<file path="config.mk">
export PLATFORM = sky130hd
export DESIGN_NAME = ppi_seq_ctrl
export DESIGN_NICKNAME = d
export VERILOG_FILES = /design/src/rtl/ppi_seq_ctrl.sv
export SDC_FILE = /design/constraint.sdc
export NUM_CORES = 1
export LEC_CHECK = 0
export ABC_CLOCK_PERIOD_IN_PS = 3300
export BUFFER_PORTS_ARGS = -buffer_cell sky130_fd_sc_hd__buf_4
export CAP_MARGIN = 20
export CORE_MARGIN = 10
export CORE_UTILIZATION = 44
export DETAILED_ROUTE_END_ITERATION = 10
export GPL_ROUTABILITY_DRIVEN = 0
export GPL_TIMING_DRIVEN = 0
export PLACE_DENSITY_LB_ADDON = 0.3
export SYNTH_ARGS = -nofsm -noshare
export SYNTH_HDL_FRONTEND = slang
export SYNTH_SLANG_ARGS = --single-unit
</file>
<file path="constraint.sdc">
create_clock -name i_clk -period 3.3 [get_ports i_clk]
set_clock_uncertainty 0.1 [all_clocks]
set_input_delay 0.165 -clock i_clk [delete_from_list [all_inputs] [get_ports i_clk]]
set_output_delay 0.165 -clock i_clk [all_outputs]
set_load 0.05 [all_outputs]
</file>
<file path="src/rtl/ppi_seq_ctrl.sv">
// Sequencer for a serial single-MAC polyphase interpolator: one buffered sample, 1 + L*taps cycles per frame.
// Latency: registered outputs (o_out_stb one cycle after a phase's last tap); backpressure via o_ready = ~pending.
module ppi_seq_ctrl #(
    parameter int gp_inp_width = 16,
    parameter int gp_max_l     = 4,
    parameter int gp_taps      = 8,
    parameter int gp_l_w       = 3,
    localparam int lp_tap_w    = $clog2(gp_taps),
    localparam int lp_ph_w     = (gp_max_l > 1) ? $clog2(gp_max_l) : 1,
    localparam int lp_ca_w     = $clog2(gp_max_l * gp_taps)
) (
    input  logic                    i_clk,
    input  logic                    i_rst_an,
    input  logic                    i_ena,
    input  logic [gp_l_w-1:0]       i_l,
    input  logic                    i_valid,
    input  logic [gp_inp_width-1:0] i_data,
    output logic                    o_ready,
    output logic                    o_dly_we,
    output logic [gp_inp_width-1:0] o_dly_data,
    output logic [lp_tap_w-1:0]     o_dly_addr,
    output logic [lp_ca_w-1:0]      o_coef_addr,
    output logic [lp_ph_w-1:0]      o_phase,
    output logic                    o_mac_clr,
    output logic                    o_mac_en,
    output logic                    o_out_stb,
    output logic                    o_busy,
    output logic                    o_underrun
);

    typedef enum logic [1:0] {ST_IDLE, ST_LOAD, ST_MAC} state_t;

    state_t                  r_state, w_state_nxt;
    logic                    r_pend, r_run;
    logic [gp_inp_width-1:0] r_hold, r_dly_data, w_hold_nxt;
    logic [lp_tap_w-1:0]     r_tap, w_tap_nxt;
    logic [lp_ph_w-1:0]      r_phase, w_phase_nxt;
    logic [gp_l_w-1:0]       r_l, w_l_nxt, w_l_clamp;
    logic [lp_ca_w-1:0]      r_coef;
    logic                    r_dly_we, r_mac_en, r_mac_clr, r_out_stb, r_undr, r_busy;
    logic                    w_fire, w_pend_nxt, w_tap_end, w_ph_end, w_stb, w_undr;

    // r_run keeps o_ready low until the first clock after reset release
    assign o_ready    = i_ena & r_run & ~r_pend;
    assign w_fire     = i_valid & o_ready;
    assign w_pend_nxt = ((r_state == ST_LOAD) ? 1'b0 : r_pend) | w_fire;
    assign w_hold_nxt = w_fire ? i_data : r_hold;
    assign w_tap_end  = (r_tap == lp_tap_w'(gp_taps - 1));
    assign w_ph_end   = ((32'(r_phase) + 32'd1) == 32'(r_l));

    always_comb begin
        w_l_clamp = i_l;
        if (i_l == '0)
            w_l_clamp = gp_l_w'(1);
        else if (int'(i_l) > gp_max_l)
            w_l_clamp = gp_l_w'(gp_max_l);
    end

    always_comb begin
        w_state_nxt = r_state;
        w_tap_nxt   = r_tap;
        w_phase_nxt = r_phase;
        w_l_nxt     = r_l;
        w_stb       = 1'b0;
        w_undr      = 1'b0;
        unique case (r_state)
            ST_IDLE: begin
                if (r_pend) begin
                    w_state_nxt = ST_LOAD;
                    w_l_nxt     = w_l_clamp;
                end
            end
            ST_LOAD: begin
                w_state_nxt = ST_MAC;
                w_tap_nxt   = '0;
                w_phase_nxt = '0;
            end
            ST_MAC: begin
                if (w_tap_end) begin
                    w_tap_nxt = '0;
                    w_stb     = 1'b1;
                    if (w_ph_end) begin
                        // a sample accepted this very cycle chains straight into the next frame
                        w_phase_nxt = '0;
                        if (w_pend_nxt) begin
                            w_state_nxt = ST_LOAD;
                        end else begin
                            w_state_nxt = ST_IDLE;
                            w_undr      = ~i_valid;
                        end
                    end else begin
                        w_phase_nxt = r_phase + lp_ph_w'(1);
                    end
                end else begin
                    w_tap_nxt = r_tap + lp_tap_w'(1);
                end
            end
            default: w_state_nxt = ST_IDLE;
        endcase
    end

    always_ff @(posedge i_clk or negedge i_rst_an) begin
        if (!i_rst_an)
            r_state <= ST_IDLE;
        else if (i_ena)
            r_state <= w_state_nxt;
    end

    always_ff @(posedge i_clk or negedge i_rst_an) begin
        if (!i_rst_an) begin
            r_run      <= 1'b0;
            r_pend     <= 1'b0;
            r_hold     <= '0;
            r_tap      <= '0;
            r_phase    <= '0;
            r_l        <= gp_l_w'(1);
            r_coef     <= '0;
            r_dly_we   <= 1'b0;
            r_dly_data <= '0;
            r_mac_en   <= 1'b0;
            r_mac_clr  <= 1'b0;
            r_out_stb  <= 1'b0;
            r_undr     <= 1'b0;
            r_busy     <= 1'b0;
        end else begin
            r_run <= 1'b1;
            if (i_ena) begin
                r_pend    <= w_pend_nxt;
                r_hold    <= w_hold_nxt;
                r_tap     <= w_tap_nxt;
                r_phase   <= w_phase_nxt;
                r_l       <= w_l_nxt;
                r_coef    <= lp_ca_w'(32'(w_phase_nxt) * gp_taps + 32'(w_tap_nxt));
                r_dly_we  <= (w_state_nxt == ST_LOAD);
                if (w_state_nxt == ST_LOAD)
                    r_dly_data <= w_hold_nxt;
                r_mac_en  <= (w_state_nxt == ST_MAC);
                r_mac_clr <= (w_state_nxt == ST_MAC) && (w_tap_nxt == '0);
                r_out_stb <= w_stb;
                r_undr    <= w_undr;
                r_busy    <= (w_state_nxt != ST_IDLE);
            end
        end
    end

    // strobes are gated so a frozen cycle never looks like a MAC step to the datapath
    assign o_dly_we    = r_dly_we & i_ena;
    assign o_mac_en    = r_mac_en & i_ena;
    assign o_mac_clr   = r_mac_clr & i_ena;
    assign o_out_stb   = r_out_stb & i_ena;
    assign o_underrun  = r_undr & i_ena;
    assign o_dly_data  = r_dly_data;
    assign o_dly_addr  = r_tap;
    assign o_coef_addr = r_coef;
    assign o_phase     = r_phase;
    assign o_busy      = r_busy;

endmodule

</file>
==> metrics.txt, run 1 <==
met3 wire len 270 microns; gr usage total 0.1174; Area Growth Syn to Fin 34.24%; Worst setup EP type register; Design Power approximately 2700 uW; register bit count reported by yosys 50; detailed-route via count around 1700; Worst EP arrival approximately 2900 ps; crit-path cells inv_1 > ha_1 > clkbuf_1 > nand2_1 > o21ba_1 > a211o_1 > nor4bb_1 > buf_6 > buf_6 > mux2_4; worst endpoint required time 3390 ps; Bufs on Longest Clock Path 2; Max stage delay on crit path 430 ps; initial antenna violation count 0; WL met1 2239 microns; Synth top area share 0.5411; Syn Area/Cell ~11 sq um; post-synthesis simple-gate area fraction 0.1634; Max FO, Critical Path 10; fill cell count around 450; GR Overflow Total 0; distinct cell type count after synthesis 40; status completed; DRT iter0 DRCs 55; clock root buffer clkbuf_8; Compound-Gate Fraction of Synth Area 0.07841; RSZ-0062 raised after global routing false; Adder-Cell Fraction of Synth Area 0.03865; Avg WL per Cell between 10 and 15 microns; largest cells by area after synthesis dfrtp_1 54%, nand2_1 11%, mux2_4 6.0%; First-pass DRT Iterations 4; largest net degree at the start of global routing a little over 50; CTS tree built; clk sinks 50; ys flop type dfrtp_1; Commonest cells post-synth 64 x nand2_1, 49 x dfrtp_1, 11 x o21ai_0; Final ANT Viol Nets 0; post-route minimum period ~2800 ps; Clk pin slew, worst setup/hold paths about 80 ps; clk_lat worst skew ~300 ps; count leader, synth nand2_1; fin crit share 0.8503; Mapped Nets 239; Max IR drop VDD roughly 0.55 mV; DRT Wirelength between 4000 and 5000 microns; first-pass GRT wire length about 8300 microns; fin nets approximately 320; post-synthesis sequential area ratio 0.5527; TNS Setup 0 ps; die area ~8400 sq um; Post-Syn Instances 209; number of inserted diodes 0; DP Wirelength approximately 3500 microns; area leader, netlist dfrtp_1; CP delay by family, top buffers and inverters; startpoint types register; Met2 Wirelength between 2000 and 2500 microns; CTS buffer count 5; Yosys warnings 0; number of global-route vias before repair between 1500 and 2000; max layer used met4; Hold Vio Cnt, Final 0; async set-reset flop share out of synthesis 1.000; CTS H-tree lvls 2; Slew Limit Fails 0; Starting Density 0.4494; Max Fclk 356.4 MHz; Crit Path Class reg -> reg; Min-Delay Path Class in -> reg; Synth Area in XOR/XNOR 0.01160; CP bufs+invs 4; P_leak roughly 0.0016 uW; Slew headroom 0.5996; Tightest Pin Transition 600.6 ps; IO Port Bufs 55; Chip Width between 90 and 100 microns; core region area 5042 sq um; pwr dens 898.6 nW/um^2; post_cts resized 0; Max-cap violations 0; # rows 26; Setup-failing EPs final 0; most frequent CP cell buf_6; slowest CP cell dfrtp_1; Ports between 50 and 60; Post-CTS Setup Bufs 0; drt drc 0; Synth Cell Area approximately 2300 sq um; Vias/cell ~4.7; Post-synth EDFFs 0; portion of netlist area occupied by mux cells 0.1038; layout cells sized above 1 0.2828; Die Y slightly above 90 microns; final std cells w/o fill 360; main combinational cell family by area after synthesis simple AND/OR/NAND/NOR gates; placed insts approximately 330
## kinds of logic (layout without fill, tap and decap cells)
logic type	count (synthesis)	count (layout)
AO/OA/AOI/OAI	26	26
XOR/XNOR	3	3
adder cells (fa/ha/maj)	7	7
buffers and inverters	19	100
flip-flops	50	50
multiplexers	18	18
other	1	1
AND/OR/NAND/NOR	85	85
## where the power goes
group	internal [uW]	switching, uW
combinational	527	837
clock	169	194
sequential	871	136
## flip-flops by register name (all words and copies together) (netlist names), named ones only
signal,cells
o_busy,1
o_coef_addr,1
o_dly_addr,2
o_dly_data,16
r_dly_we,1
r_hold,16
r_l,3
r_mac_clr,1
r_mac_en,1
r_out_stb,1
r_pend,1
r_run,1
r_state,2
r_undr,1
## tightest hold or removal path: cells and delay by family
kind            cells  cell delay [ps]
simple gates        1              120
buf+inv             1               80
compound gates      1               70
## area by class of cell
cell class	instances	area (sq um)	area share
repair buffers	73	593.1	0.1950
flip-flops and latches	50	1252	0.4118
multi-input cells	140	900.9	0.2962
inverters	7	26.28	0.008638
clock buffers	6	82.58	0.02715
clock inverters	2	12.51	0.004114
well taps	70	87.58	0.02879
plain buffers	12	86.33	0.02838
## worst paths after layout
path	depth (start not counted)	end	start	slack, ps
min reg2reg	2	r_hold[4]	r_hold[4]	370
max in group asynchronous	2	r_state[1]	i_rst_an	2390
min in group asynchronous	2	o_dly_data[11]	i_rst_an	300
min	3	r_l[0]	i_l[1]	30
max reg2reg	10	o_dly_data[12]	r_state[0]	490
max	10	o_dly_data[12]	r_state[0]	490
## what timing repair did
action,4_1_cts,5_1_grt
hold buffers,18,0
endpoints found under the setup margin,0,0
endpoints found under the hold margin,66,0
## metal layers
metal	vias up	track usage
met5	-	0
li1	850	-
met3	8	0.04319
met1	778	0.1399
met4	0	0.03470
met2	41	0.1943
## placed cells by master, fill, tap and decap left out, drive strengths merged, types with 4 or more instances in the layout
cell type | synthesis | final
dlygate4sd3 | 0 | 18
nor2 | 4 | 4
dfrtp | 49 | 49
inv | 7 | 7
mux2 | 17 | 17
clkbuf | 4 | 10
buf | 8 | 63
and2 | 4 | 4
ha | 7 | 7
o21ai | 11 | 11
nand2 | 64 | 64
## metrics by stage
step                utilization  hold WS, ps  area [sq um]  setup slack [ps]
finish                   0.6032        28.42          3042             494.2
floorplan                     -       -230.6          2266             563.3
detailed placement       0.5486        123.7          2766             484.5
global route             0.6032        39.76          3042             244.0
global placement         0.5486        118.9          2766             497.5
CTS                      0.6032        30.29          3042             471.0
Power figures use the tool's default switching activity.
==> inputs of run 2 (changes only) <==
--- a/config.mk
+++ b/config.mk
@@ -6,14 +6,15 @@
 export NUM_CORES = 1
 export LEC_CHECK = 0
 export ABC_CLOCK_PERIOD_IN_PS = 3300
-export BUFFER_PORTS_ARGS = -buffer_cell sky130_fd_sc_hd__buf_4
+export BUFFER_PORTS_ARGS = -buffer_cell sky130_fd_sc_hd__buf_2
 export CAP_MARGIN = 20
 export CORE_MARGIN = 10
 export CORE_UTILIZATION = 44
 export DETAILED_ROUTE_END_ITERATION = 10
-export GPL_ROUTABILITY_DRIVEN = 0
+export GPL_ROUTABILITY_DRIVEN = 1
 export GPL_TIMING_DRIVEN = 0
 export PLACE_DENSITY_LB_ADDON = 0.3
+export RECOVER_POWER = 50
 export SYNTH_ARGS = -nofsm -noshare
 export SYNTH_HDL_FRONTEND = slang
 export SYNTH_SLANG_ARGS = --single-unit
==> run 2 against run 1 <==
Against the previous run: the flow now finishes with violations (capacitance limit, slew limit); highest routed layer unchanged; critical endpoint is now o_dly_data[13]; worst setup slack worse by 5.4 ps; clock power up 1%; wire length up 0.25%; hold slack better by 3.0 ps; combinational power down 7%; total power shrank 3.8%.
==> metrics.txt, run 2 (same netlist as run 1, synthesis figures left out) <==
hold path depth 3 (unchanged); pre-CTS setup slack 546.7 ps (was 484.5 ps); number of global-route vias before repair 1787 (was 1764); Setup-failing EPs final 0 (unchanged); final std cells w/o fill 361 (was 360); pwr dens 907.8 nW/um^2 (was 898.6 nW/um^2); Hold Vio Cnt, Final 0 (unchanged); Clk pin slew, worst setup/hold paths 90 ps (was 80 ps); Slew headroom -0.1211 (was 0.5996); worst reg-to-reg path cell count 10 (unchanged); Avg WL per Cell 13.60 microns (about the same); clock root buffer clkbuf_8 (unchanged); largest net degree at the start of global routing 51 (unchanged); Worst EP arrival 2900 ps (was 2890 ps); Bufs on Longest Clock Path 2 (unchanged); Max Fclk 355.7 MHz (was 356.4 MHz); clk_lat worst skew 300 ps (about the same); Max-cap violations 1 (was 0); TNS Setup 0 ps (unchanged); Max FO, Critical Path 10 (unchanged); CTS buffer count 5 (unchanged); die area 8420 sq um (unchanged); area taken by multi-input logic gates 900.9 sq um (unchanged); Vias/cell 4.690 (was 4.658); RD Place Congestion 0.7642; Area Growth Syn to Fin 27.77% (was 34.24%); P_leak 0.001495 uW (was 0.001565 uW); DRT iter0 DRCs 30 (was 55); register area 1252 sq um (unchanged); most frequent cells in the layout 64 x nand2_1, 49 x dfrtp_1, 38 x buf_2 (was 64 x nand2_1, 60 x buf_4, 49 x dfrtp_1); fin crit share 0.8519 (was 0.8503); # rows 26 (unchanged); CTS tree built (unchanged); DP Wirelength 3468 microns (was 3494 microns); First-pass DRT Iterations 2 (was 4); post-route setup slack 488.8 ps (was 494.2 ps); Post-CTS Setup Bufs 0 (unchanged); final hold slack 31.46 ps (was 28.42 ps); core region area 5042 sq um (unchanged); drt drc 0 (unchanged); post-route minimum period 2811 ps (was 2806 ps); Final ANT Viol Nets 0 (unchanged); layout cells sized above 1 0.2234 (was 0.2828); RSZ-0062 raised after global routing false (unchanged); IO Port Bufs 55 (unchanged); Max IR drop VDD 0.4184 mV (was 0.5479 mV); Die Y 91.76 microns (unchanged); Worst setup EP type register (unchanged); Tightest Pin Transition 1682 ps (was 600.6 ps); P_sw 1165 uW (was 1167 uW); clk sinks 50 (unchanged); Reg2Reg Setup Slack 490 ps (about the same); Slew Limit Fails 40 (was 0); Crit Path Class reg -> reg (unchanged); combinational power share 0.479 (was 0.499); HP Start i_l[1] (unchanged); initial antenna violation count 0 (unchanged); detailed-route via count 1693 (was 1677); fill cell count 458 (was 449); CTS H-tree lvls 2 (unchanged); Min-Delay Path Class in -> reg (unchanged); failing checks capacitance limit, slew limit; hold_buf cts 18 (unchanged); Starting Density 0.4494 (unchanged); gr usage total 0.1170 (was 0.1174); GR Overflow Total 0 (unchanged); Chip Width 91.76 microns (unchanged); startpoint types register (unchanged); placed insts 334 (unchanged); DRT Wirelength 4908 microns (was 4896 microns); Ports 56 (unchanged); Clk network pwr share 0.140 (was 0.133); FF-to-FF Start r_state[0] (unchanged); Design Power 2628 uW (was 2733 uW); Sw Share 0.4432 (was 0.4270); most common cell after layout, fill and taps aside nand2_1 (unchanged); Setup crit start r_state[0] (unchanged); fin nets 320 (was 319); worst endpoint required time 3390 ps (about the same); sequential share of power 0.381 (was 0.368); Int Power 1463 uW (was 1566 uW); post_cts resized 0 (unchanged); status finished with violations (was completed); number of inserted diodes 0 (unchanged); first-pass GRT wire length 8231 microns (was 8252 microns)
[run 2: cell types whose count changed in the layout (fill, tap and decap cells not counted), sizes merged]
cell,change
dlymetal6s4s,+1
clkbuf,+17
buf,-17
[run 2: per-stage QoR]
stage / cell area [sq um] / utilization
2_1_floorplan: 2266 / -
3_3_place_gp: 2629 / 0.5213
3_5_place_dp: 2629 / 0.5213
4_1_cts: 2904 / 0.5759
5_1_grt: 2895 / 0.5742
6_report: 2895 / 0.5742
[run 2: path summary, 6_finish.rpt]
| check | endpoint |
|---|---|
| setup / recovery | o_dly_data[13] |
| hold / removal | r_l[1] |
| setup reg to reg | o_dly_data[13] |
| hold reg to reg | r_hold[5] |
| max in group asynchronous | r_hold[14] |
| min in group asynchronous | r_hold[15] |
[run 2: per-layer routing]
metal / vias up / wire (microns) / global-route usage
met5: - / 0 / 0
met3: 4 / 333 / 0.04890
met4: 0 / 53 / 0.03085
met2: 33 / 2373 / 0.2044
li1: 856 / - / -
met1: 800 / 2147 / 0.1281
[run 2: power by group through the flow]
| stage | clock network, uW | logic [uW] | registers, uW |
|---|---|---|---|
| finish | 367 | 1260 | 1000 |
| global route | 404 | 1380 | 1040 |
| CTS | 381 | 1300 | 999 |
| detailed placement | 0 | 1280 | 1010 |
| global placement | 0 | 1260 | 1000 |
| floorplan | 0 | 649 | 1350 |
[run 2: area by class of cell]
class / instances / area share
sequential: 50 / 0.4326
multi-input combinational: 140 / 0.3111
timing repair buffer: 74 / 0.1543
tap: 70 / 0.03025
buffer: 12 / 0.02982
clock buffer: 6 / 0.02852
inverter: 7 / 0.009075
clock inverter: 2 / 0.004322
[run 2: worst max-delay path, cell delays in order, from the launching register on]
cell      delay (ps)
dfrtp_1          430
inv_1            110
ha_1             140
clkbuf_1         290
nand2_1          160
o21ba_1          240
a211o_1          170
nor4bb_1         350
buf_6            200
buf_6            180
mux2_4           310
==> inputs of run 3 (changes only) <==
--- a/config.mk
+++ b/config.mk
@@ -13,7 +13,7 @@
 export DETAILED_ROUTE_END_ITERATION = 10
 export GPL_ROUTABILITY_DRIVEN = 1
 export GPL_TIMING_DRIVEN = 0
-export PLACE_DENSITY_LB_ADDON = 0.3
+export PLACE_DENSITY = 0.68
 export RECOVER_POWER = 50
 export SYNTH_ARGS = -nofsm -noshare
 export SYNTH_HDL_FRONTEND = slang
==> run 3 against run 2 <==
Against the previous run: the run now ends clean; design area about the same; register-to-register slack better by 30 ps; hold slack better by 10 ps; clock-buffer cell count decreased by 1; die area unchanged; largest power group unchanged; via count shrank 1.8%.
==> metrics.txt, run 3 (same netlist as run 1, synthesis figures left out) <==
status completed (was finished with violations); post-route minimum period 2781 ps (was 2811 ps); layout cells sized above 1 0.2268 (was 0.2234); area taken by multi-input logic gates 900.9 sq um (unchanged); Max FO, Critical Path 10 (unchanged); HP Start i_l[1] (unchanged); Layout Utilization 0.5747 (was 0.5742); final std cells w/o fill 361 (unchanged); Worst Hold End r_l[1] (unchanged); fill cell count 455 (was 458); Final ANT Viol Nets 0 (unchanged); GR Overflow Total 0 (unchanged); Tightest Pin Transition 918.8 ps (was 1682 ps); Max-cap violations 0 (was 1); Hold Vio Cnt, Final 0 (unchanged); Post-CTS Setup Bufs 0 (unchanged); detailed-route via count 1663 (was 1693); Chip Width 91.76 microns (unchanged); pwr dens 906.7 nW/um^2 (was 907.8 nW/um^2); Setup crit start r_state[0] (unchanged); hold path depth 3 (unchanged); DRT iter0 DRCs 67 (was 30); worst reg-to-reg path cell count 10 (unchanged); most frequent CP cell buf_6 (unchanged); CTS H-tree lvls 2 (unchanged); Avg WL per Cell 13.97 microns (was 13.60 microns); CTS tree built (unchanged); routing usage on met3 0.03912 (was 0.04890); FF-to-FF Start r_state[0] (unchanged); met2 Use GR 0.1996 (was 0.2044); clk sinks 50 (unchanged); first-pass GRT wire length 8549 microns (was 8231 microns); GR Util met1 0.1472 (was 0.1281); Max IR drop VDD 0.4236 mV (was 0.4184 mV); GR peak layer met2 (unchanged); IO Port Bufs 55 (unchanged); Ports 56 (unchanged); fin nets 320 (unchanged); Max stage delay on crit path 430 ps (about the same); fin crit share 0.8426 (was 0.8519); worst endpoint required time 3390 ps (about the same); initial antenna violation count 0 (unchanged); DRT Wirelength 5044 microns (was 4908 microns); # rows 26 (unchanged); largest net degree at the start of global routing 36 (was 51); most common cell after layout, fill and taps aside nand2_1 (unchanged); Slew headroom 0.3875 (was -0.1211); P_leak 0.001488 uW (was 0.001495 uW); Reg2Reg Setup Slack 520 ps (was 490 ps); reg-to-reg endpoint o_dly_data[12] (was o_dly_data[13]); drt drc 0 (unchanged); RD Place Congestion 0.7366 (was 0.7642); Clk pin slew, worst setup/hold paths 90 ps (about the same); TNS Setup 0 ps (unchanged); crit-path cells inv_1 > ha_1 > clkbuf_1 > nand2_1 > o21ba_1 > a211o_1 > nor4bb_1 > buf_6 > buf_6 > mux2_4 (unchanged); number of global-route vias before repair 1788 (was 1787); register area 1252 sq um (unchanged); Bufs on Longest Clock Path 2 (unchanged); First-pass DRT Iterations 4 (was 2); Max Fclk 359.6 MHz (was 355.7 MHz); Vias/cell 4.607 (was 4.690); Slew Limit Fails 0 (was 40); RSZ-0062 raised after global routing false (unchanged); Worst EP arrival 2870 ps (was 2900 ps); Worst setup EP type register (unchanged); Area Growth Syn to Fin 27.89% (was 27.77%); die area 8420 sq um (unchanged); most frequent cells in the layout 64 x nand2_1, 49 x dfrtp_1, 38 x buf_2 (unchanged); Setup-failing EPs final 0 (unchanged); CTS buffer count 5 (unchanged); number of inserted diodes 0 (unchanged); clk_lat worst skew 300 ps (about the same); placed insts 335 (was 334); clock root buffer clkbuf_8 (unchanged); startpoint types register (unchanged); slowest CP cell dfrtp_1 (unchanged); Die Y 91.76 microns (unchanged); gr usage total 0.1215 (was 0.1170); DP Wirelength 3618 microns (was 3468 microns); core region area 5042 sq um (unchanged); Starting Density 0.4494 (unchanged); Min-Delay Path Class in -> reg (unchanged); Crit Path Class reg -> reg (unchanged)
-- run 3: changes by cell type in the layout (fill, tap and decap cells not counted) --
cell and change:
buf_12 +1, clkinv_4 +1, dlymetal6s4s_1 -1, clkbuf_8 -1
-- run 3: through the flow --
stage          setup WS (ps)  hold WS (ps)  total power, uW  instance area [sq um]
6_report               519.3         41.74             2628                   2898
3_3_place_gp           504.7         243.1             2267                   2629
4_1_cts                479.2         35.55             2681                   2919
5_1_grt                256.3         22.43             2821                   2898
3_5_place_dp           494.4         5.414             2304                   2649
2_1_floorplan          563.3        -230.6             1999                   2266
-- run 3: worst max-delay path: cells and delay by family (launching register included) --
family / cells / cell delay (ps)
buffers and inverters: 4 / 790
AND/OR/NAND/NOR: 2 / 450
AO/OA/AOI/OAI: 2 / 440
flip-flops: 1 / 430
multiplexers: 1 / 320
adder cells (fa/ha/maj): 1 / 150
-- run 3: how the worst max path moves through the flow --
| stage | endpoint | slack, ps | cells past startpoint |
|---|---|---|---|
| after floorplan | o_dly_data[10] | 560 | 8 |
| after global placement | o_dly_data[9] | 500 | 10 |
| after detailed placement | o_dly_data[12] | 490 | 10 |
| after CTS | o_dly_data[12] | 480 | 10 |
| after global routing | o_dly_data[9] | 260 | 10 |
| final | o_dly_data[12] | 520 | 10 |
-- run 3: power breakdown --
group,switching [uW],internal (uW)
registers,134,870
clock network,206,149
logic,843,425
total,1180,1440
-- run 3: cell type report --
| class | count | share of cell area |
|---|---|---|
| inverter | 7 | 0.009067 |
| tap | 70 | 0.03022 |
| clock buffer | 5 | 0.02375 |
| multi-input combinational | 140 | 0.3109 |
| buffer | 12 | 0.02979 |
| timing repair buffer | 74 | 0.1567 |
| sequential | 50 | 0.4322 |
| clock inverter | 3 | 0.007340 |
-- run 3: what timing repair did --
| action | CTS | global route |
|---|---|---|
| hold buffers | 18 | 0 |
| gates resized for setup | 0 | 0 |
| hold endpoints to repair | 32 | 0 |
-- run 3: layer usage --
metal | up-vias | part of all wire
met3 | 6 | 0.054
li1 | 848 | -
met1 | 765 | 0.47
met2 | 44 | 0.46
met4 | 0 | 0.0091
met5 | - | 0
